<file path="config.mk">
export PLATFORM = sky130hd
export DESIGN_NAME = ysyx_23060184_trap_ctrl
export DESIGN_NICKNAME = d
export VERILOG_FILES = /design/src/rtl/ysyx_23060184_trap_ctrl.sv
export SDC_FILE = /design/constraint.sdc
export NUM_CORES = 1
export LEC_CHECK = 0
export CAP_MARGIN = 5
export CELL_PAD_IN_SITES_DETAIL_PLACEMENT = 0
export CELL_PAD_IN_SITES_GLOBAL_PLACEMENT = 1
export CORE_ASPECT_RATIO = 0.6
export CORE_UTILIZATION = 28
export CTS_CLUSTER_DIAMETER = 60
export DETAILED_ROUTE_END_ITERATION = 16
export GPL_TIMING_DRIVEN = 1
export PLACE_DENSITY = 0.92
export SLEW_MARGIN = 10
export SYNTH_ARGS = -nofsm -noshare
export SYNTH_HDL_FRONTEND = slang
export SYNTH_SLANG_ARGS = --single-unit
</file>
<file path="constraint.sdc">
create_clock -name clk -period 1.99 [get_ports clk]
set_clock_uncertainty 0.15 [all_clocks]
set_input_delay 0.2985 -clock clk [delete_from_list [all_inputs] [get_ports clk]]
set_output_delay 0.2985 -clock clk [all_outputs]
set_load 0.01 [all_outputs]
</file>
<file path="src/rtl/ysyx_23060184_trap_ctrl.sv">
// Trap/mret sequencer and single-write-port arbiter for the machine-mode CSR file.
// Optional mstatus read-modify-write step enabled by defining YSYX_23060184_TRAP_MSTATUS_EN.
module ysyx_23060184_trap_ctrl #(
  parameter int unsigned            DATA_WIDTH   = 32,
  parameter int unsigned            ADDR_WIDTH   = 10,
  parameter logic [ADDR_WIDTH-1:0]  MTVEC_ADDR   = 10'h305,
  parameter logic [ADDR_WIDTH-1:0]  MEPC_ADDR    = 10'h341,
  parameter logic [ADDR_WIDTH-1:0]  MCAUSE_ADDR  = 10'h342,
  parameter logic [ADDR_WIDTH-1:0]  MSTATUS_ADDR = 10'h300
) (
  input  logic                  clk,
  input  logic                  rst,
  input  logic                  req_valid,
  output logic                  req_ready,
  input  logic                  req_is_mret,
  input  logic [DATA_WIDTH-1:0] req_pc,
  input  logic [DATA_WIDTH-1:0] req_cause,
  input  logic                  ins_wen,
  input  logic [ADDR_WIDTH-1:0] ins_waddr,
  input  logic [DATA_WIDTH-1:0] ins_wdata,
  output logic                  ins_ready,
  output logic                  csr_wen,
  output logic [ADDR_WIDTH-1:0] csr_waddr,
  output logic [DATA_WIDTH-1:0] csr_wdata,
  output logic [ADDR_WIDTH-1:0] csr_raddr,
  input  logic [DATA_WIDTH-1:0] csr_rdata,
  output logic                  redirect_valid,
  output logic [DATA_WIDTH-1:0] redirect_pc,
  output logic                  busy
);

  typedef enum logic [2:0] {
    S_IDLE, S_W_EPC, S_W_CAUSE, S_W_MST, S_RD_TGT, S_REDIR
  } state_e;

  state_e                state_q, state_d;
  logic [DATA_WIDTH-1:0] pc_q, pc_d;
  logic [DATA_WIDTH-1:0] cause_q, cause_d;
  logic                  mret_q, mret_d;
  logic [DATA_WIDTH-1:0] rpc_q, rpc_d;
  logic                  wen_c, req_rdy_c, ins_rdy_c;

  always_ff @(posedge clk) begin
    if (rst) begin
      state_q <= S_IDLE;
      pc_q    <= '0;
      cause_q <= '0;
      mret_q  <= 1'b0;
      rpc_q   <= '0;
    end else begin
      state_q <= state_d;
      pc_q    <= pc_d;
      cause_q <= cause_d;
      mret_q  <= mret_d;
      rpc_q   <= rpc_d;
    end
  end

  always_comb begin
    state_d   = state_q;
    pc_d      = pc_q;
    cause_d   = cause_q;
    mret_d    = mret_q;
    rpc_d     = rpc_q;
    wen_c     = 1'b0;
    csr_waddr = MSTATUS_ADDR;
    csr_wdata = '0;
    csr_raddr = MSTATUS_ADDR;
    req_rdy_c = 1'b0;
    ins_rdy_c = 1'b0;
    case (state_q)
      S_IDLE: begin
        ins_rdy_c = 1'b1;
        if (ins_wen) begin
          wen_c     = 1'b1;
          csr_waddr = ins_waddr;
          csr_wdata = ins_wdata;
        end else begin
          req_rdy_c = 1'b1;
          if (req_valid) begin
            pc_d    = req_pc;
            cause_d = req_cause;
            mret_d  = req_is_mret;
`ifdef YSYX_23060184_TRAP_MSTATUS_EN
            state_d = req_is_mret ? S_W_MST : S_W_EPC;
`else
            state_d = req_is_mret ? S_RD_TGT : S_W_EPC;
`endif
          end
        end
      end
      S_W_EPC: begin
        wen_c     = 1'b1;
        csr_waddr = MEPC_ADDR;
        csr_wdata = pc_q;
        state_d   = S_W_CAUSE;
      end
      S_W_CAUSE: begin
        wen_c     = 1'b1;
        csr_waddr = MCAUSE_ADDR;
        csr_wdata = cause_q;
`ifdef YSYX_23060184_TRAP_MSTATUS_EN
        state_d   = S_W_MST;
`else
        state_d   = S_RD_TGT;
`endif
      end
`ifdef YSYX_23060184_TRAP_MSTATUS_EN
      // Read-modify-write in one cycle: CSR file read port is combinational.
      S_W_MST: begin
        wen_c     = 1'b1;
        csr_waddr = MSTATUS_ADDR;
        csr_raddr = MSTATUS_ADDR;
        csr_wdata = csr_rdata;
        csr_wdata[12:11] = 2'b11;
        if (mret_q) begin
          csr_wdata[3] = csr_rdata[7];
          csr_wdata[7] = 1'b1;
        end else begin
          csr_wdata[7] = csr_rdata[3];
          csr_wdata[3] = 1'b0;
        end
        state_d = S_RD_TGT;
      end
`endif
      S_RD_TGT: begin
        csr_raddr = mret_q ? MEPC_ADDR : MTVEC_ADDR;
        rpc_d     = mret_q ? csr_rdata : {csr_rdata[DATA_WIDTH-1:2], 2'b00};
        state_d   = S_REDIR;
      end
      S_REDIR: state_d = S_IDLE;
      default: state_d = S_IDLE;
    endcase
  end

  // Reset cycle must not issue writes, grants or redirects even mid-sequence.
  assign csr_wen        = wen_c & ~rst;
  assign req_ready      = req_rdy_c & ~rst;
  assign ins_ready      = ins_rdy_c & ~rst;
  assign redirect_valid = (state_q == S_REDIR) & ~rst;
  assign busy           = (state_q != S_IDLE) & ~rst;
  assign redirect_pc    = rpc_q;

endmodule
</file>
Yosys cells after proc, flatten, opt, wreduce, memory -nomap -nowiden
Cells that the tools add are included.
W data, S select, Z words.
- eq/ne operators: 6
- mux-type cells: 16
- bitwise logic cells: 7
- reduce and logical (&&, ||, !) cells: 5
- operators with widths (kind ; number):
    $pmux W32 S3 ; 1
    $mux W32 ; 1
    $pmux W10 S3 ; 1
    $mux W7 ; 2
    $pmux W3 S4 ; 1
    $mux W10 ; 1
    $mux W3 ; 3
    $eq A3 B3 Y1 const B ; 2
    $and A1 B1 Y1 ; 5
    $mux W1 ; 4
    $ne A2 B2 Y1 const B ; 2
    $eq A3 B1 Y1 const B ; 1
    $eq A3 B2 Y1 const B ; 1
    $logic_not A3 Y1 ; 1
    $reduce_and A3 Y1 ; 1
    $reduce_bool A3 Y1 ; 1
    $mux W2 ; 1
    $not A1 Y1 ; 2
    $pmux W1 S2 ; 1
    $reduce_and A2 Y1 ; 1
    $reduce_or A2 Y1 ; 1
- flip-flop bits (word level): 100
- input bits: 143
- output and inout bits: 89
- logic and storage cells: 39

Longest topological paths before layout
- depth after elaboration: 4
- depth in mapped cells: 7
- depth with buffers taken out: 4

Worst setup path before layout
No wires, ideal clock.
- kind: flip-flop to output port
- from: reg state_q[0]
- to: out req_ready
- arrival: 1.368 ns
- setup slack: 0.173 ns
- stages on the path, launching flop included: 6
- path buffers: 3
- cell sequence: dfxtp_1 buf_2 or3_4 buf_6 buf_2 nor3_1
- longest elaborated chain between the ends: 3
- ends and longest elaborated chain (item ; line ; source):
    start, declared ; 36 ; state_e state_q, state_d;
    start signal, assigned ; 51 ; state_q <= state_d;
    $logic_not A3 Y1 ; 71 ; case (state_q)
    $mux W1 ; 71 ;
    $and A1 B1 Y1 ; 138 ; assign req_ready = req_rdy_c & ~rst;
    end, declared ; 14 ; output logic req_ready,
No other way between the ends.

Worst setup path in the final report
- from: reg state_q[2]
- to: out csr_wdata[3]
- longest elaborated chain between the ends: 2
- ends and longest elaborated chain (item ; line ; source):
    $eq A3 B2 Y1 (tied with other cells) ; 71 ;
    $pmux W32 S3 (*) ; 71 ;
    end, declared ; 24 ; output logic [DATA_WIDTH-1:0] csr_wdata,
Every way passes the cells marked *; elsewhere a longest branch is shown, timed or not.

==> results.py <==
metrics = {
    "run_status": {
        "status": "finished with violations",
        "violations": "setup timing",
    },
    "setup_path": {
        "end_kind": "output pin",
        "cp.required_ns": 1.54,
        "cpMostUsedCell": "buf_12",
        "cp.arrival_ns": 1.77,
        "crit_path_cell_trace": "buf_12 -> nor4b_4 -> buf_12 -> a222oi_1 -> buf_4 -> inv_2 -> buf_6",
        "worstPathMaxFanout": 5,
        "start_kind": "flop",
        "cp_slowest_cell": "a222oi_1",
        "cpLargestDelayFamily": "buffers and inverters",
        "slowest_delay_ns": 0.43,
        "worst-path-buf-inv": 5,
        "path_class": "reg2out",
    },
    "logic_synthesis": {
        "yosys.area.top_type": "dfxtp_1",
        "yosysWarnings": 0,
        "synth_compound_area_share_pct": 24.99,
        "netlist.area_leader.share_pct": 42.72,
        "ys_types": 30,
        "synth_xor_area_share_pct": 0,
        "synth_mux_area_share_pct": 0,
        "yosys.area_share.simple_pct": 21.52,
        "synthTopCellsByArea": "dfxtp_1 (43%), nand4b_1 (12%), a21oi_1 (10%)",
        "synth_top_family_by_area": "compound AO/OA/AOI/OAI gates",
        "avgSynthCellArea_sq_um": 8.323,
        "synthAdderAreaFrac_pct": 0,
        "synth.cell_area_sq_um": 4686,
        "ys_seq_area_share_pct": 42.72,
        "synthCells": 563,
        "ys_seq_elements": 100,
    },
    "power_and_ir_drop": {
        "power.density_cell_area_nw_per_um2": 686.0,
        "leakage_nw": 2.915,
        "peakVddDrop_mv": 0.4706,
    },
    "grt": {
        "antenna_found_initial": 3,
        "grt-busiest-layer": "met1",
        "grt_pass1_vias": 4761,
        "grt_util_met2_pct": 29.02,
        "grt_max_degree": 62,
        "met1_usage_pct": 31.09,
        "met3_usage_pct": 6.933,
        "grt_pass1_wl_microns": 27660,
        "grt_overflow": 0,
        "grt_use_total_pct": 20.89,
    },
    "sta": {
        "whs_ns": 0.2429,
        "hold_violations": 0,
        "final-max-slew-violation-count": 0,
        "fin_crit_ns": 2.218,
        "finalCritPeriodShare_pct": 111.5,
        "setup_viol": 46,
        "worst_slew_pin_slew_ns": 0.5339,
        "timing.slew.headroom_pct": 64.40,
        "fmax_ghz": 0.4508,
        "rsz0062_at_grt": "true",
        "fin_ws_ns": -0.2285,
    },
    "route": {
        "dr.pass1.iters": 7,
        "wl_per_cell_microns": 18.34,
        "vias": 5152,
        "drc": 0,
        "viasPerCell": 5.091,
        "drtAntennaViolNets": 0,
        "drt_iter0_markers": 609,
        "drt_wl_total_microns": 18560,
    },
    "cts": {
        "clk_pin_slew_ns": 0.07,
        "cts_buffer_depth": 2,
        "h-tree-depth": 3,
        "hold_buffers": 0,
        "insertion_delay_ns": 0.33,
        "cts_tree": "built",
        "cts.sinks": 100,
        "cts_buffers": 9,
        "root_buffer": "clkbuf_16",
    },
    "floorplanning": {
        "dieArea_sq_um": 17270,
        "initial_core_util_pct": 28.74,
        "die_w_microns": 169.0,
        "num_io_pins": 232,
        "core_area_sq_um": 16310,
        "die_y_microns": 102.2,
        "rows": 36,
    },
    "place": {
        "io_buffers": 224,
        "dp_slack_ns": -0.3574,
        "gp_congestion": 0.8689,
        "hpwl_microns": 12800,
    },
    "final_layout": {
        "syn_to_final_growth_pct": 61.07,
        "multi_input_area_sq_um": 2266,
        "nFillCells": 1603,
        "layout.nets": 921,
        "layout-drive-gt1-share_pct": 17.11,
        "regArea_sq_um": 2011,
    },
    "min_path": {
        "hold_path_class": "in2reg",
    },
    "run": {
        "maxCapViolCount": 0,
    },
}
-- cell usage in the layout, fill, tap and decap left out, types with 4 or more instances in the layout --
cell type and n:
clkbuf_2 4, nand2_1 62, clkdlybuf4s50_1 171, and2_1 4, a222oi_1 32, clkbuf_16 10, o21ai_0 62, buf_2 44
buf_12 6, conb_1 7, dfxtp_1 97, inv_1 31, nand4b_1 65, buf_6 9, a21oi_1 97, buf_4 31
-- final timing paths --
kind                    from         endpoint  slack (ns)  cells after the start
max reg2reg       state_q[2]         pc_q[14]        0.09                      7
min reg2reg  redirect_pc[20]  redirect_pc[20]        0.30                      2
max               state_q[2]     csr_wdata[3]       -0.23                      7
min                req_valid         pc_q[20]        0.24                      3
-- cell usage after synthesis, drive strengths merged --
| master | n |
|---|---|
| dfxtp | 100 |
| a21oi | 97 |
| nand4b | 65 |
| o21ai | 65 |
| nand2 | 62 |
| clkbuf | 39 |
| buf | 34 |
| a222oi | 32 |
| inv | 32 |
| and2 | 6 |
| nor2 | 5 |
| nor3 | 5 |
| nand2b | 3 |
| a211o | 2 |
| a21o | 2 |
| conb | 2 |
| nand3 | 2 |
| nor2b | 2 |
| nor3b | 2 |
| a211oi | 1 |
| clkinv | 1 |
| nor4b | 1 |
| nor4bb | 1 |
| or3 | 1 |
| or3b | 1 |
-- stage by stage --
stage	power (mW)	instance area, sq um	TNS (ns)	util (%)	instances
6_report	5.178	7547	-5.821	46.29	1012
5_1_grt	5.410	7545	-9.674	46.27	1011
4_1_cts	5.198	7525	-7.515	46.15	1007
3_5_place_dp	3.357	7203	-13.51	44.18	981
3_3_place_gp	3.345	7203	-11.55	44.18	981
2_1_floorplan	2.698	4705	0	-	568
-- final cells by class --
cell class	count	area share [%]
sequential	100	26.64
antenna	1	0.03316
clock buffer	10	3.034
multi-input combinational	362	30.02
timing repair buffer	272	33.75
inverter	33	1.708
clock inverter	6	1.028
tap	228	3.780
-- where the power goes --
group	internal (mW)	switching [mW]	leakage, nW	total (mW)
combinational	0.634	0.553	1.95	1.19
sequential	2.09	0.0670	0.816	2.16
clock	1.00	0.827	0.148	1.83
-- worst register-to-register path: cells and delay by family (launching register included) --
kind,cells,cell delay [ns]
AOI/OAI and AO/OA,1,0.17
DFF,1,0.34
buffers and inverters,4,0.72
and+or+nand+nor,2,0.46
-- per-layer routing --
metal,up-vias,wire length [microns]
met3,14,1687
met5,-,31
met1,2464,9026
li1,2465,-
met2,205,7679
met4,4,136
-- state kept, by name (all words and copies together) (netlist names) --
name / cells
state_q: 3
mret_q: 1
cause_q: 32
pc_q: 32
redirect_pc: 32
-- cell families after synthesis --
logic type / count (synthesis)
AO/OA/AOI/OAI: 199
buffers and inverters: 106
flip-flops: 100
other: 2
AND/OR/NAND/NOR: 156
-- timing repair --
action / CTS / global route
cloned: 2 / 1
resized for setup: 194 / 34
buffers inserted: 8 / 5
setup endpoints to repair: 50 / 78
pin swaps: 37 / 3
(Power assumes the default switching activity.)
